File: src/rtl/mc_pkg.sv
// Shared encodings for the multicycle RISC-V controller: FSM states, ALU codes,
// opcodes, datapath mux selects and the branch-condition helper.
package mc_pkg;

    typedef enum logic [3:0] {
        S_FETCH,
        S_DECODE,
        S_MEMADR,
        S_MEMREAD,
        S_MEMWB,
        S_MEMWRITE,
        S_EXECR,
        S_EXECI,
        S_ALUWB,
        S_BRANCH,
        S_JALR,
        S_JAL
    } state_t;

    typedef enum logic [3:0] {
        ALU_ADD  = 4'b0000,
        ALU_SUB  = 4'b0001,
        ALU_AND  = 4'b0010,
        ALU_OR   = 4'b0011,
        ALU_XOR  = 4'b0100,
        ALU_SLT  = 4'b0101,
        ALU_SLTU = 4'b0110,
        ALU_SRL  = 4'b0111,
        ALU_SRA  = 4'b1000,
        ALU_SLL  = 4'b1001
    } alu_op_t;

    localparam logic [6:0] OP_LOAD   = 7'b0000011;
    localparam logic [6:0] OP_STORE  = 7'b0100011;
    localparam logic [6:0] OP_RTYPE  = 7'b0110011;
    localparam logic [6:0] OP_ITYPE  = 7'b0010011;
    localparam logic [6:0] OP_LUI    = 7'b0110111;
    localparam logic [6:0] OP_AUIPC  = 7'b0010111;
    localparam logic [6:0] OP_BRANCH = 7'b1100011;
    localparam logic [6:0] OP_JAL    = 7'b1101111;
    localparam logic [6:0] OP_JALR   = 7'b1100111;

    typedef enum logic [1:0] {
        RES_ALUOUT    = 2'b00,
        RES_MEMDATA   = 2'b01,
        RES_ALURESULT = 2'b10
    } result_src_t;

    typedef enum logic [1:0] {
        SRCA_PC    = 2'b00,
        SRCA_OLDPC = 2'b01,
        SRCA_RS1   = 2'b10,
        SRCA_ZERO  = 2'b11
    } alu_src_a_t;

    typedef enum logic [1:0] {
        SRCB_RS2  = 2'b00,
        SRCB_IMM  = 2'b01,
        SRCB_FOUR = 2'b10
    } alu_src_b_t;

    typedef enum logic [2:0] {
        IMM_I = 3'b000,
        IMM_S = 3'b001,
        IMM_B = 3'b010,
        IMM_J = 3'b011,
        IMM_U = 3'b100
    } imm_src_t;

    // Branch condition from funct3 and the flags of the rs1 - rs2 subtraction.
    function automatic logic branch_taken(input logic [2:0] funct3,
                                          input logic zero, input logic negative,
                                          input logic carry, input logic overflow);
        case (funct3)
            3'b000:  return zero;
            3'b001:  return !zero;
            3'b100:  return negative ^ overflow;
            3'b101:  return !(negative ^ overflow);
            3'b110:  return !carry;
            3'b111:  return carry;
            default: return 1'b0;
        endcase
    endfunction

endpackage

File: src/rtl/mc_if.sv
// Instruction/flag inputs and datapath control outputs of the multicycle controller.
// master = controller side, slave = datapath side.
interface mc_if;
    logic [6:0] op;
    logic [2:0] funct3;
    logic       funct7b5;
    logic       Zero;
    logic       Negative;
    logic       Carry;
    logic       Overflow;

    logic       PCWrite;
    logic       AdrSrc;
    logic       MemWrite;
    logic       IRWrite;
    logic       RegWrite;
    logic [1:0] ResultSrc;
    logic [1:0] ALUSrcA;
    logic [1:0] ALUSrcB;
    logic [3:0] ALUControl;
    logic [2:0] ImmSrc;
    logic       illegal_instr;

    modport master (
        input  op, funct3, funct7b5, Zero, Negative, Carry, Overflow,
        output PCWrite, AdrSrc, MemWrite, IRWrite, RegWrite, ResultSrc,
               ALUSrcA, ALUSrcB, ALUControl, ImmSrc, illegal_instr
    );

    modport slave (
        output op, funct3, funct7b5, Zero, Negative, Carry, Overflow,
        input  PCWrite, AdrSrc, MemWrite, IRWrite, RegWrite, ResultSrc,
               ALUSrcA, ALUSrcB, ALUControl, ImmSrc, illegal_instr
    );
endinterface

File: src/rtl/alu_decoder.sv
// Combinational funct3/funct7 decode to ALU operation for R-type and I-type ALU ops.
module alu_decoder
    import mc_pkg::*;
(
    input  logic [6:0] op,
    input  logic [2:0] funct3,
    input  logic       funct7b5,
    output alu_op_t    alu_control
);

    always_comb begin
        alu_control = ALU_ADD;
        case (funct3)
            // Instr[30] only means SUB for register-register ops; for addi it is immediate data.
            3'b000: alu_control = (op == OP_RTYPE && funct7b5) ? ALU_SUB : ALU_ADD;
            3'b001: alu_control = ALU_SLL;
            3'b010: alu_control = ALU_SLT;
            3'b011: alu_control = ALU_SLTU;
            3'b100: alu_control = ALU_XOR;
            3'b101: alu_control = funct7b5 ? ALU_SRA : ALU_SRL;
            3'b110: alu_control = ALU_OR;
            3'b111: alu_control = ALU_AND;
        endcase
    end

endmodule

File: src/rtl/mc_controller.sv
// Moore FSM controller for a multicycle RV32I datapath; write enables are
// gated off during reset so an abandoned instruction commits nothing.
module mc_controller
    import mc_pkg::*;
(
    input  logic clk,
    input  logic reset,
    mc_if.master bus
);

    state_t      state;
    state_t      state_next;
    alu_op_t     dec_alu;

    logic        pc_write;
    logic        adr_src;
    logic        mem_write;
    logic        ir_write;
    logic        reg_write;
    logic        illegal;
    result_src_t result_src;
    alu_src_a_t  alu_src_a;
    alu_src_b_t  alu_src_b;
    alu_op_t     alu_control;
    imm_src_t    imm_src;

    alu_decoder u_alu_decoder (
        .op          (bus.op),
        .funct3      (bus.funct3),
        .funct7b5    (bus.funct7b5),
        .alu_control (dec_alu)
    );

    // NOTE: sequential state uses <= so every register samples pre-edge values.
    always_ff @(posedge clk) begin
        if (reset) state <= S_FETCH;
        else       state <= state_next;
    end

    always_comb begin
        // NOTE: every output gets a default first so no path through the case infers a latch.
        state_next  = state;
        pc_write    = 1'b0;
        adr_src     = 1'b0;
        mem_write   = 1'b0;
        ir_write    = 1'b0;
        reg_write   = 1'b0;
        illegal     = 1'b0;
        result_src  = RES_ALUOUT;
        alu_src_a   = SRCA_PC;
        alu_src_b   = SRCB_RS2;
        alu_control = ALU_ADD;

        case (state)
            S_FETCH: begin
                ir_write   = 1'b1;
                pc_write   = 1'b1;
                alu_src_b  = SRCB_FOUR;
                result_src = RES_ALURESULT;
                state_next = S_DECODE;
            end
            S_DECODE: begin
                // Branch/JAL target is computed here while the instruction is decoded.
                alu_src_a = SRCA_OLDPC;
                alu_src_b = SRCB_IMM;
                case (bus.op)
                    OP_LOAD, OP_STORE:         state_next = S_MEMADR;
                    OP_RTYPE:                  state_next = S_EXECR;
                    OP_ITYPE, OP_LUI, OP_AUIPC: state_next = S_EXECI;
                    OP_BRANCH:                 state_next = S_BRANCH;
                    OP_JAL:                    state_next = S_JAL;
                    OP_JALR:                   state_next = S_JALR;
                    default: begin
                        illegal    = 1'b1;
                        state_next = S_FETCH;
                    end
                endcase
            end
            S_MEMADR: begin
                alu_src_a  = SRCA_RS1;
                alu_src_b  = SRCB_IMM;
                state_next = (bus.op == OP_LOAD) ? S_MEMREAD : S_MEMWRITE;
            end
            S_MEMREAD: begin
                adr_src    = 1'b1;
                state_next = S_MEMWB;
            end
            S_MEMWB: begin
                result_src = RES_MEMDATA;
                reg_write  = 1'b1;
                state_next = S_FETCH;
            end
            S_MEMWRITE: begin
                adr_src    = 1'b1;
                mem_write  = 1'b1;
                state_next = S_FETCH;
            end
            S_EXECR: begin
                alu_src_a   = SRCA_RS1;
                alu_control = dec_alu;
                state_next  = S_ALUWB;
            end
            S_EXECI: begin
                alu_src_b  = SRCB_IMM;
                state_next = S_ALUWB;
                case (bus.op)
                    OP_LUI:   alu_src_a = SRCA_ZERO;
                    OP_AUIPC: alu_src_a = SRCA_OLDPC;
                    default: begin
                        alu_src_a   = SRCA_RS1;
                        alu_control = dec_alu;
                    end
                endcase
            end
            S_ALUWB: begin
                reg_write  = 1'b1;
                state_next = S_FETCH;
            end
            S_BRANCH: begin
                alu_src_a   = SRCA_RS1;
                alu_control = ALU_SUB;
                pc_write    = branch_taken(bus.funct3, bus.Zero, bus.Negative,
                                           bus.Carry, bus.Overflow);
                state_next  = S_FETCH;
            end
            S_JALR: begin
                alu_src_a  = SRCA_RS1;
                alu_src_b  = SRCB_IMM;
                state_next = S_JAL;
            end
            S_JAL: begin
                // Jump to ALUOut while computing the link value OldPC+4 for ALUWB.
                pc_write   = 1'b1;
                alu_src_a  = SRCA_OLDPC;
                alu_src_b  = SRCB_FOUR;
                state_next = S_ALUWB;
            end
            default: state_next = S_FETCH;
        endcase
    end

    always_comb begin
        imm_src = IMM_I;
        case (bus.op)
            OP_STORE:         imm_src = IMM_S;
            OP_BRANCH:        imm_src = IMM_B;
            OP_JAL:           imm_src = IMM_J;
            OP_LUI, OP_AUIPC: imm_src = IMM_U;
            default:          imm_src = IMM_I;
        endcase
    end

    assign bus.PCWrite       = pc_write  & ~reset;
    assign bus.IRWrite       = ir_write  & ~reset;
    assign bus.MemWrite      = mem_write & ~reset;
    assign bus.RegWrite      = reg_write & ~reset;
    assign bus.illegal_instr = illegal   & ~reset;
    assign bus.AdrSrc        = adr_src;
    assign bus.ResultSrc     = result_src;
    assign bus.ALUSrcA       = alu_src_a;
    assign bus.ALUSrcB       = alu_src_b;
    assign bus.ALUControl    = alu_control;
    assign bus.ImmSrc        = imm_src;

endmodule
File: src/flat_wrapper.sv
// flat-port wrapper written by rule: the top's interface ports become plain ports
module mc_controller_flat import mc_pkg::*;
  (clk, reset, bus_op, bus_funct3, bus_funct7b5, bus_Zero, bus_Negative, bus_Carry, bus_Overflow, bus_PCWrite, bus_AdrSrc, bus_MemWrite, bus_IRWrite, bus_RegWrite, bus_ResultSrc, bus_ALUSrcA, bus_ALUSrcB, bus_ALUControl, bus_ImmSrc, bus_illegal_instr);
  mc_if bus_i ();
  input  logic clk;
  input  logic reset;
  input wire logic [$bits(bus_i.op)-1:0] bus_op;
  input wire logic [$bits(bus_i.funct3)-1:0] bus_funct3;
  input wire logic [$bits(bus_i.funct7b5)-1:0] bus_funct7b5;
  input wire logic [$bits(bus_i.Zero)-1:0] bus_Zero;
  input wire logic [$bits(bus_i.Negative)-1:0] bus_Negative;
  input wire logic [$bits(bus_i.Carry)-1:0] bus_Carry;
  input wire logic [$bits(bus_i.Overflow)-1:0] bus_Overflow;
  output wire logic [$bits(bus_i.PCWrite)-1:0] bus_PCWrite;
  output wire logic [$bits(bus_i.AdrSrc)-1:0] bus_AdrSrc;
  output wire logic [$bits(bus_i.MemWrite)-1:0] bus_MemWrite;
  output wire logic [$bits(bus_i.IRWrite)-1:0] bus_IRWrite;
  output wire logic [$bits(bus_i.RegWrite)-1:0] bus_RegWrite;
  output wire logic [$bits(bus_i.ResultSrc)-1:0] bus_ResultSrc;
  output wire logic [$bits(bus_i.ALUSrcA)-1:0] bus_ALUSrcA;
  output wire logic [$bits(bus_i.ALUSrcB)-1:0] bus_ALUSrcB;
  output wire logic [$bits(bus_i.ALUControl)-1:0] bus_ALUControl;
  output wire logic [$bits(bus_i.ImmSrc)-1:0] bus_ImmSrc;
  output wire logic [$bits(bus_i.illegal_instr)-1:0] bus_illegal_instr;
  assign bus_i.op = bus_op;
  assign bus_i.funct3 = bus_funct3;
  assign bus_i.funct7b5 = bus_funct7b5;
  assign bus_i.Zero = bus_Zero;
  assign bus_i.Negative = bus_Negative;
  assign bus_i.Carry = bus_Carry;
  assign bus_i.Overflow = bus_Overflow;
  assign bus_PCWrite = bus_i.PCWrite;
  assign bus_AdrSrc = bus_i.AdrSrc;
  assign bus_MemWrite = bus_i.MemWrite;
  assign bus_IRWrite = bus_i.IRWrite;
  assign bus_RegWrite = bus_i.RegWrite;
  assign bus_ResultSrc = bus_i.ResultSrc;
  assign bus_ALUSrcA = bus_i.ALUSrcA;
  assign bus_ALUSrcB = bus_i.ALUSrcB;
  assign bus_ALUControl = bus_i.ALUControl;
  assign bus_ImmSrc = bus_i.ImmSrc;
  assign bus_illegal_instr = bus_i.illegal_instr;
  mc_controller u_core (.clk(clk), .reset(reset), .bus(bus_i));
endmodule
File: config.mk
export PLATFORM = sky130hd
export DESIGN_NAME = mc_controller_flat
export DESIGN_NICKNAME = d
export VERILOG_FILES = /design/src/rtl/mc_pkg.sv /design/src/rtl/mc_if.sv /design/src/rtl/alu_decoder.sv /design/src/rtl/mc_controller.sv /design/src/flat_wrapper.sv
export SDC_FILE = /design/constraint.sdc
export NUM_CORES = 1
export LEC_CHECK = 0
export CORE_MARGIN = 1
export CORE_UTILIZATION = 30
export DETAILED_ROUTE_END_ITERATION = 8
export PLACE_DENSITY = 0.62
export SYNTH_ARGS = -nofsm -noshare
export SYNTH_HDL_FRONTEND = slang
export SYNTH_SLANG_ARGS = --single-unit
export TNS_END_PERCENT = 10
File: constraint.sdc
create_clock -name clk -period 3.1 [get_ports clk]
set_input_delay 0.93 -clock clk [delete_from_list [all_inputs] [get_ports clk]]
set_output_delay 0.93 -clock clk [all_outputs]
set_load 0.03 [all_outputs]
======== After elaboration in Yosys (flattened, before gate mapping) ========
Cells that the tools add are included.
storage, ports and cells
  register bits ........................... 4
  input port bits ......................... 17
  output and inout bits ................... 19
  word-level logic and storage cells ...... 73
cells by class
  eq/ne operators ......................... 27
  multiplexer cells ....................... 21
  bitwise gates (word level) .............. 7
  reductions and logical operators ........ 17
operators with widths
  kind                  count
  $pmux W4 S6           2
  $pmux W4 S8           1
  $eq A7 B6 Y1 const B  3
  $eq A7 B7 Y1 const B  3
  $eq A4 B3 Y1 const B  4
  $eq A4 B4 Y1 const B  4
  $eq A7 B5 Y1 const B  2
  $eq A3 B3 Y1 const B  4
  $pmux W2 S2           3
  $pmux W3 S4           1
  $pmux W4 S3           1
  $reduce_or A2 Y1      6
  $reduce_or A9 Y1      1
  $eq A4 B2 Y1 const B  2
  $mux W4               2
  $reduce_or A4 Y1      2
  $eq A7 B2 Y1 const B  1
  $mux W1               7
  $eq A3 B2 Y1 const B  2
  $pmux W1 S6           1
  $pmux W2 S3           1
  $reduce_or A3 Y1      2
  $and A1 B1 Y1         5
  $eq A4 B1 Y1 const B  1
  other kinds (9)       11

======== Logic depth before layout (Yosys ltp) ========
Gate-level depths: netlist of run 1.
  depth in word-level cells ............... 6
  mapped depth ............................ 5

======== Hierarchy ========
From an unflattened synthesis of run 1, not the netlist that was laid out.
unflattened totals
  cells, all modules ...................... 112
  area, all modules ....................... 773.2 um^2
by module, submodules not included
  module         instances  cells an instance  area each (um^2)  seq. area each (um^2)
  mc_controller  1          97                 668.1             80.1
  alu_decoder    1          15                 105.1             0.0

======== Worst setup path after synthesis of run 1 ========
OpenSTA, ideal clock, no wires.
  kind .................................... input to output
  start ................................... input port bus_op[4]
  end ..................................... output port bus_illegal_instr
  arrival ................................. 2,223 ps
  required time ........................... 2,170 ps
  slack ................................... -53 ps
  cell stages on the path ................. 4
  path through ............................ buf_2 -> nor4_1 -> a31o_2 -> a211oi_1
between the ends
  longest elaborated chain between the ends .. 5
  elaborated cells between the ends (all ways) .. 13
  those cells by class .................... eq/ne: 9; mux: 2; bitwise: 1; reduce/logical: 1
RTL lines
  element                               RTL line              RTL
  start, declared                       flat_wrapper.sv:7     input wire logic [$bits(bus_i.op)-1:0] bus_op;
  $eq A7 B6 Y1 (tied with other cells)  mc_controller.sv:66   case (bus.op)
  $reduce_or A9 Y1 (no source line) *   n/a
  $mux W1 *                             mc_controller.sv:66
  $mux W1 *                             mc_controller.sv:54   case (state)
  $and A1 B1 Y1 *                       mc_controller.sv:157  assign bus.illegal_instr = illegal & ~reset;
  end, declared                         flat_wrapper.sv:24    output wire logic [$bits(bus_i.illegal_instr)-1:0] bus_illegal_instr;
Every way passes the cells marked *; elsewhere a longest branch is shown, timed or not.

======== Final worst setup path of run 1 ========
  start ................................... input port bus_op[3]
  end ..................................... output port bus_ALUControl[0]
between the ends
  longest elaborated chain between the ends .. 6
  elaborated cells between the ends (all ways) .. 9
  those cells by class .................... eq/ne: 3; mux: 4; reduce/logical: 2
RTL lines
  element              RTL line              RTL
  $eq A7 B6 Y1         alu_decoder.sv:15     3'b000: alu_control = (op == OP_RTYPE && funct7b5) ? ALU_SUB : ALU_ADD;
  $logic_and A1 B1 Y1  alu_decoder.sv:15
  $mux W1              alu_decoder.sv:15
  $pmux W4 S8          alu_decoder.sv:13     case (funct3)
  $mux W4              mc_controller.sv:106  case (bus.op)
  $pmux W4 S3 *        mc_controller.sv:54
  end, declared        flat_wrapper.sv:22    output wire logic [$bits(bus_i.ALUControl)-1:0] bus_ALUControl;
Marks and branches as above.

==> results of run 1 <==
[metrics by stage]
step | setup WS (ps) | total power, mW | setup TNS, ps
2_1_floorplan | 190 | 0.125 | 0
3_3_place_gp | -576 | 0.192 | -2590
3_5_place_dp | -616 | 0.194 | -2620
4_1_cts | -19.3 | 0.266 | -19.3
5_1_grt | -41.6 | 0.288 | -41.6
6_report | 32.4 | 0.272 | 0
[power groups by stage]
stage                     clock network (mW)  logic [mW]  registers, mW
after floorplan                            0      0.0709         0.0545
after global placement                     0       0.136         0.0555
after detailed placement                   0       0.138         0.0556
after CTS                             0.0711       0.140         0.0548
after global routing                  0.0766       0.156         0.0550
final                                 0.0719       0.145         0.0548
[synthesized netlist by cell type (2+ instances only)]
library cell and count:
nor3_1 8, dfxtp_1 4, nand2_1 9, a21oi_1 6, nor2_1 10, nand2b_1 4, inv_1 6, a31oi_1 4
nor2b_1 4, o21ai_0 7, nor4_1 4, buf_6 2, buf_2 4, xnor2_1 5
[cell type report]
cell class	count	area [um2]	share of cell area, %
repair buffers	69	581	41.4
clock buffers	3	22.5	1.60
multi-input cells	88	663	47.2
flip-flops and latches	4	80.1	5.70
well taps	28	35.0	2.50
inverters	6	22.5	1.60
[worst max-delay path by stage]
| stage | from | end | slack, ps | cells past startpoint |
|---|---|---|---|---|
| 6_report | bus_op[3] | bus_ALUControl[0] | 30 | 7 |
| 3_3_place_gp | bus_funct3[0] | bus_PCWrite | -580 | 6 |
| 3_5_place_dp | bus_funct3[0] | bus_PCWrite | -620 | 6 |
| 5_1_grt | bus_op[3] | bus_ALUControl[0] | -40 | 7 |
| 4_1_cts | bus_op[6] | bus_ALUControl[0] | -20 | 7 |
| 2_1_floorplan | bus_op[6] | bus_ALUControl[3] | 190 | 4 |
[layer usage]
| layer | GRT usage, % | routed length [um] | up-vias |
|---|---|---|---|
| li1 | - | - | 516 |
| met1 | 24.7 | 1100 | 481 |
| met2 | 37.8 | 1320 | 33 |
| met3 | 3.51 | 135 | 0 |
| met4 | 4.05 | 0 | 0 |
| met5 | 0 | 0 | - |
[critical path, cell delays in order]
cell,delay (ps)
buf_6,100
buf_6,100
nand4bb_4,260
nor4_4,240
nor3_2,90
o31ai_4,250
buf_6,160
[repair_timing]
| action | in CTS | in global routing |
|---|---|---|
| buffers inserted | 2 | 3 |
| pin swaps | 12 | 6 |
| resized for setup | 41 | 17 |
| endpoints found under the setup margin | 10 | 8 |
[logic make-up (layout without fill, tap and decap cells)]
group,after synthesis,after routing
xor+xnor,6,6
compound gates,29,29
buf+inv,13,78
mux,1,1
flops,4,4
simple gates,52,52
==> reports/summary.txt, run 1 <==
Run status - finished clean
WL per Instance - 12.9 um
Hold path cells - 2
Compound-Gate Fraction of Synth Area - 28.2%
Residual DRC count - 0
Min-Delay Endpoint - u_core.state[0]
CTS tree - built
Critical path class - input port to primary output
Worst Reg-to-Reg Cells - 4
Max_cap viols - 0
Commonest non-fill, non-tap cells in the layout - buf_4, buf_6, dlygate4sd2_1
Min-delay src - u_core.state[0]
RSZ-0062 raised after global routing - true
Placed cell areas - 1280 um2
Layout cell share with drive strength beyond 1 - 42.9%
CTS Root Cell - clkbuf_4
Power density over the cells - 194 nW/um2
Remaining antenna violation count - 0
Layout Cells excl Fill - 198
Clock share of power - 26.5%
Placed insts - 190
Gr usage total - 20.6%
Max reg flops - 4
Number of synthesized flops with an enable pin - 0
Largest family of logic cells by synthesized area - simple AND/OR/NAND/NOR gates
Largest net degree at the start of global routing - 13
Critical Path Fanout Max - 4
Slew HR - 79.0%
Peak supply drop - 0.000159 V
Post-synthesis simple-gate area fraction - 43.2%
Sw Pwr - 104 uW
Die Area - 2710 um2
R2R setup slack - 1870 ps
Cell Int Power - 168 uW
Max frequency - 326 MHz
Mux cell area share after synthesis - 1.33%
Final #Nets - 189
Most common cell after layout, fill and taps aside - buf_4
Final Slew Violations - 0
Post-Layout Inst Area - 1400 um2
Hold WS - 678 ps
Worst Skew - 1.72 ps
Sw frac - 38.3%
Arrival time worst endpoint - 2140 ps
CTS sink cnt - 4
Worst reg2reg endpoint - u_core.state[1]
Synth top area cells - dfxtp_1, xnor2_1, nor3_1, nor2_1, o21ai_0
Worst r2r src - u_core.state[1]
Min Tclk post-route - 3070 ps
Initial Util - 33.0%
GP Congestion - 0.907
Worst Path Required - 2170 ps
GRT overflow - 0
Worst hold path type - register to register
Layout area overhead - 87.0%
CTS Buf Count - 3
Crit share post-route - 99.0%
Largest registers - u_core.state: 4 flops
Final Util - 61.7%
Crit end category - primary output
Clock-pin slew on the worst setup and hold paths - 40 ps
CORE AREA - 2280 um2
DP Wirelength - 2020 um
1st-pass router iterations - 4
Reg with most FFs - u_core.state
Synth top area share - 10.7%
Post-CTS Hold Fix Bufs - 0
Antenna violations before repair - 0
CTS max path bufs - 2
First-pass GRT wire length - 4210 um
Area leader, netlist - dfxtp_1
Seq pwr share - 20.2%
Worst-skew pair later-pin latency - 250 ps
Xor and xnor area share after synthesis - 7.00%
Fillcell total - 217
Worst-margin pin slew - 312 ps
Rows - 17
Vias in the first global route - 985
Synth cell types - 42
Initial DRC count - 21
WL final - 2550 um
Syn Area/Cell - 7.15 um2
Synth warn - 0
Number of synthesized register bits - 4
Synth async-reset ratio - 0%
DR vias - 1030
Worst Setup Start Kind - input port
H-tree lvl count - 1
Mapped Cells - 105
Hold Fails Final Rpt - 0
Die width - 52.0 um
Netlist Area Pre-Place - 751 um2
Combinational Power Share - 53.4%
Mapped Nets - 122
Top_reg_cell synth - dfxtp_1
Pleak - 0.626 nW
Sequential cell area fraction in the yosys report - 10.7%
ANT cells - 0
Synthesized-area fraction occupied by adder cells - 0%
Height of the die - 52.0 um
I/O pins - 36
Vias per Instance - 5.20
Number of port buffers - 35
Final setup fails - 0
(Power assumes the default switching activity.)
==> run 2: changes to the inputs <==
--- a/config.mk
+++ b/config.mk
@@ -5,7 +5,6 @@
 export SDC_FILE = /design/constraint.sdc
 export NUM_CORES = 1
 export LEC_CHECK = 0
-export CORE_MARGIN = 1
 export CORE_UTILIZATION = 30
 export DETAILED_ROUTE_END_ITERATION = 8
 export PLACE_DENSITY = 0.62
==> results of run 2 <==
The final DEF is identical to that of run 1; final timing and power are the same.
==> run 3: changes to the inputs <==
--- a/config.mk
+++ b/config.mk
@@ -8,6 +8,7 @@
 export CORE_UTILIZATION = 30
 export DETAILED_ROUTE_END_ITERATION = 8
 export PLACE_DENSITY = 0.62
+export SLEW_MARGIN = 10
 export SYNTH_ARGS = -nofsm -noshare
 export SYNTH_HDL_FRONTEND = slang
 export SYNTH_SLANG_ARGS = --single-unit
==> results of run 3 <==
The final DEF is identical to that of run 1; final timing and power are the same.
==> variant 1: new RTL, flow settings as in run 3 <==
The 12 states of `state_t` get a Gray code encoding in 4 bits.
--- a/src/rtl/mc_pkg.sv
+++ b/src/rtl/mc_pkg.sv
@@ -4,16 +4,16 @@
 
     typedef enum logic [3:0] {
-        S_FETCH,
-        S_DECODE,
-        S_MEMADR,
-        S_MEMREAD,
-        S_MEMWB,
-        S_MEMWRITE,
-        S_EXECR,
-        S_EXECI,
-        S_ALUWB,
-        S_BRANCH,
-        S_JALR,
-        S_JAL
+        S_FETCH    = 4'b0000,
+        S_DECODE   = 4'b0001,
+        S_MEMADR   = 4'b0011,
+        S_MEMREAD  = 4'b0010,
+        S_MEMWB    = 4'b0110,
+        S_MEMWRITE = 4'b0111,
+        S_EXECR    = 4'b0101,
+        S_EXECI    = 4'b0100,
+        S_ALUWB    = 4'b1100,
+        S_BRANCH   = 4'b1101,
+        S_JALR     = 4'b1111,
+        S_JAL      = 4'b1110
     } state_t;
 
Behaviour: no difference found for any inputs over 10 cycles, from zero or initial values and one cycle with reset high; not proved beyond that.
==> variant 1 against run 3 <==
Power rose by 13%; sequential cell count did not move; worst setup slack got worse by 0.022 ns; synthesized area fell by 3.2%; design area fell by 1.2%; hold slack improved by 0.015 ns; wire length rose by 1.3%; final cell count fell by 0.51%; critical path type unchanged.
==> variant 1: results (changes against run 3) <==
Global route
  • Vias in the first global route: 952 (was 985)
  • Gr usage total: 0.209 (was 0.206)
  • First-pass GRT wire length: 4.33 mm (was 4.21 mm)

Synth
  • Synth top cells by count: nor2_1 (11), a21oi_1 (8), nand2_1 (8), o21ai_0 (8), nor3_1 (6) (was nor2_1 (10), nand2_1 (9), nor3_1 (8))
  • Post-synthesis cell count: 110 (was 105)
  • Post-Syn Nets: 127 (was 122)
  • Main area contributors after synthesis: dfxtp_1 (11%), nor2_1 (5.7%), a21oi_1 (5.5%) (was dfxtp_1 (11%), xnor2_1 (5.8%), nor3_1 (5.3%))
  • Seq/Total Area, Yosys: 0.110 (was 0.107)
  • Yosys cell types: 44 (was 42)
  • Ys flop type: dfxtp_1 (unchanged)

Power
  • Clock group power: 69.8 uW (was 71.9 uW)
  • Sequential power share: 0.204 (was 0.202)
  • Sw power: 125 uW (was 104 uW)
  • Worst vdd ir: 135 uV (was 159 uV)
  • Leakage: 0.000613 uW (was 0.000626 uW)
  • Overall Power: 308 uW (was 272 uW)

Drt
  • Average wire per standard cell: 13.1 microns (was 12.9 microns)
  • Via count: 1056 (was 1030)
  • Starting DRT DRC Count: 31 (was 21)

Worst setup path
  • Reg2reg start: u_core.state[0] (was u_core.state[1])
  • Worst-path fanout max: 2 (was 4)
  • FF-to-FF path depth: 5 (was 4)
  • Internal reg-to-reg setup slack: 1.45 ns (was 1.87 ns)
  • Reg-to-Reg End: u_core.state[3] (was u_core.state[1])
  • Crit. Startpoint: bus_Carry (was bus_op[3])

Min path
  • Hold_sp: u_core.state[1] (was u_core.state[0])
  • Hold path endpoint: u_core.state[1] (was u_core.state[0])
  • Hold Crit Class: flop to flop (unchanged)

Run status
  • Status: finished, final reports clean (unchanged)

STA
  • Clk_skew: 0.000816 ns (was 0.00172 ns)
  • Max-slew headroom: 0.680 (was 0.790)
  • Worst Hold Slack: 0.693 ns (was 0.678 ns)

Placed design
  • Final HPWL DP: 1.91 mm (was 2.02 mm)
  • Cell Area, Placed: 1270 sq um (was 1280 sq um)
  • Gpl congestion: 0.850 (was 0.907)
  • Dpl ws: -0.739 ns (was -0.616 ns)

Finish
  • Share of layout cells above drive strength 1: 0.444 (was 0.429)
  • Fillers: 212 (was 217)
  • Antenna Cells: 0 (unchanged)
  • Final nets: 188 (was 189)
  • Non-Filler Instances: 197 (was 198)
-- variant 1: logic make-up (layout without fill, tap and decap cells) --
group / Yosys count / after routing / synth area share
mux: 1 / 1 / 0.0138
buf+inv: 13 / 72 / 0.0757
flops: 4 / 4 / 0.110
fa+ha+maj: 1 / 1 / 0.0138
xor+xnor: 5 / 5 / 0.0603
compound gates: 33 / 33 / 0.293
simple gates: 53 / 53 / 0.434
-- variant 1: repair_timing --
| item | CTS | global route |
|---|---|---|
| hold endpoints to repair | 0 | 0 |
| pin swaps | 8 | 9 |
| buffers inserted | 1 | 1 |
| gates resized for setup | 58 | 26 |
| endpoints found under the setup margin | 11 | 9 |
-- variant 1: layout make-up --
| class | count | area, sq um | share of cell area |
|---|---|---|---|
| clock buffers | 3 | 22.5 | 0.0162 |
| inverters | 5 | 18.8 | 0.0135 |
| multi-input cells | 93 | 691 | 0.498 |
| flip-flops and latches | 4 | 80.1 | 0.0577 |
| well taps | 28 | 35.0 | 0.0252 |
| repair buffers | 64 | 541 | 0.390 |
-- variant 1: worst max-delay path by stage --
stage | end | slack [ns]
floorplan | bus_ALUSrcA[0] | -0.11
global placement | bus_ALUSrcA[1] | -0.70
detailed placement | bus_ALUSrcA[1] | -0.74
CTS | bus_ALUControl[0] | -0.06
global route | bus_PCWrite | -0.04
finish | bus_PCWrite | 0.01
-- variant 1: layer usage --
metal | track usage | routed length [microns]
met1 | 0.287 | 1220
met2 | 0.368 | 1230
met3 | 0.0179 | 132
met5 | 0 | 0
met4 | 0.0135 | 0
-- variant 1: worst max-delay path: stages --
cell and delay [ns]:
clkdlybuf4s50_1 0.43, or2_2 0.29, a21oi_2 0.14, nor4_2 0.06, o21ai_1 0.13, buf_4 0.18
==> variant 2: new RTL, config.mk and constraints of run 3 <==
Made on the original files. Reset style: asynchronous (`reset`), changed in one clocked block.
--- a/src/rtl/mc_controller.sv
+++ b/src/rtl/mc_controller.sv
@@ -33,5 +33,5 @@
 
     // NOTE: sequential state uses <= so every register samples pre-edge values.
-    always_ff @(posedge clk) begin
+    always_ff @(posedge clk or posedge reset) begin
         if (reset) state <= S_FETCH;
         else       state <= state_next;
Check against the original RTL: differs if reset is asserted again (counterexample within 4 cycles, from zero or initial values and one cycle with reset high); with reset held inactive, the same outputs for 10 cycles.
==> variant 2 against run 3 <==
Core utilization down 1.9 points; wire length fell by 14%; highest routed layer is now met4; worst setup slack improved by 0.0012 ns; design area decreased by 13%; critical path depth is 1 lower; sequential cell count is the same; final cell count fell by 8.6%; first-iteration DRC count rose by 9.5%; synthesized area fell by 9.5%.
Power is not compared: it rests on default switching activity, and its combinational part moved more than twofold at a synthesized area within 25%.
==> variant 2: results (changes against run 3) <==
Drt
  • Average wire per standard cell: 12.1 microns (was 12.9 microns)
  • Starting DRT DRC Count: 23 (was 21)
  • Via count: 955 (was 1030)

STA
  • Max-slew headroom: 0.778 (was 0.790)
  • Clk_skew: 0.0119 ns (was 0.00172 ns)

Synth
  • Compound-Gate Fraction of Synth Area: 0.273 (was 0.282)
  • Seq/Total Area, Yosys: 0.147 (was 0.107)
  • Multiplexer share of the synthesized area: 0.0147 (was 0.0133)
  • Xor and xnor area share after synthesis: 0.0387 (was 0.0700)
  • Main area contributors after synthesis: dfrtp_1 (15%), nand2_1 (7.7%), nor2b_1 (5.5%) (was dfxtp_1 (11%), xnor2_1 (5.8%), nor3_1 (5.3%))
  • Synth top cells by count: nand2_1 (14), a21oi_1 (6), nor2b_1 (6), o21ai_0 (6), nand3_1 (5) (was nor2_1 (10), nand2_1 (9), nor3_1 (8))

Run status
  • Status: finished, final reports clean (unchanged)

Worst setup path
  • Reg2reg start: u_core.state[1] (unchanged)
  • Crit. Startpoint: bus_Overflow (was bus_op[3])

Global route
  • Gr usage total: 0.186 (was 0.206)
  • First-pass GRT wire length: 3.53 mm (was 4.21 mm)
  • Vias in the first global route: 867 (was 985)

Power
  • Worst vdd ir: 341 uV
  • Overall Power: 508 uW

Placed design
  • Dpl ws: -0.516 ns (was -0.616 ns)
  • Final HPWL DP: 1.76 mm (was 2.02 mm)
  • Gpl congestion: 0.847 (was 0.907)

Min path
  • Hold_sp: u_core.state[2] (was u_core.state[0])

Finish
  • Share of layout cells above drive strength 1: 0.318 (was 0.429)
  • Antenna Cells: 0 (unchanged)

Clock network
  • # Post-CTS Setup Buffers: 0 (was 2)
-- variant 2: cell types whose count changed in the layout (fill, tap and decap cells not counted), sizes merged, moves of 5 or more --
cell	run 3	this run
buf	48	37
dlygate4sd2	10	4
nor2	10	4
clkdlybuf4s50	6	11
nand2	9	14
-- variant 2: layout make-up --
cell class,instances,area (sq um),area share
clock buffer,3,22.5,0.0184
sequential,4,100,0.0820
multi-input combinational,85,562,0.460
tap,27,33.8,0.0277
timing repair buffer,58,488,0.400
inverter,4,15.0,0.0123
-- variant 2: worst paths after layout --
| kind | depth (start not counted) | slack, ns | endpoint |
|---|---|---|---|
| min | 2 | 0.60 | u_core.state[0] |
| max reg2reg | 4 | 1.70 | u_core.state[1] |
| min in group asynchronous | 4 | 1.17 | u_core.state[0] |
| max in group asynchronous | 4 | 1.81 | u_core.state[1] |
| max | 6 | 0.03 | bus_PCWrite |
| min reg2reg | 2 | 0.60 | u_core.state[0] |
-- variant 2: per-layer routing --
layer	up-vias	part of all wire	global-route usage
met4	0	0.021	0.0857
li1	478	-	-
met5	-	0	0
met3	6	0.082	0.0556
met2	42	0.46	0.329
met1	429	0.44	0.201
-- variant 2: worst max-delay path, stage by stage --
cell             delay [ns]
clkdlybuf4s50_1        0.42
xor2_1                 0.17
a211oi_2               0.20
mux2i_1                0.20
nand2_1                0.06
buf_4                  0.16
-- variant 2: logic make-up after synthesis --
logic type | count (synthesis)
multiplexers | 1
AND/OR/NAND/NOR | 54
XOR/XNOR | 3
buffers and inverters | 10
AO/OA/AOI/OAI | 27
flip-flops | 4
-- variant 2: what timing repair did --
| item | 4_1_cts | 5_1_grt |
|---|---|---|
| endpoints found under the setup margin | 9 | 8 |
| hold buffers | 0 | 0 |
| pin swaps | 4 | 1 |
| gates resized for setup | 20 | 6 |
-- variant 2: power by group through the flow --
stage | Sequential (uW) | Clock, uW | Combinational, uW
floorplan | 70.2 | 0 | 213
global placement | 70.3 | 0 | 365
detailed placement | 71.6 | 0 | 368
CTS | 71.1 | 70.1 | 368
global route | 72.0 | 75.2 | 394
finish | 71.0 | 70.2 | 366
-- variant 2: metrics by stage --
step,cell area (sq um),std cells
global route,1220,181
finish,1220,181
global placement,1170,178
detailed placement,1170,178
floorplan,682,99
CTS,1200,181
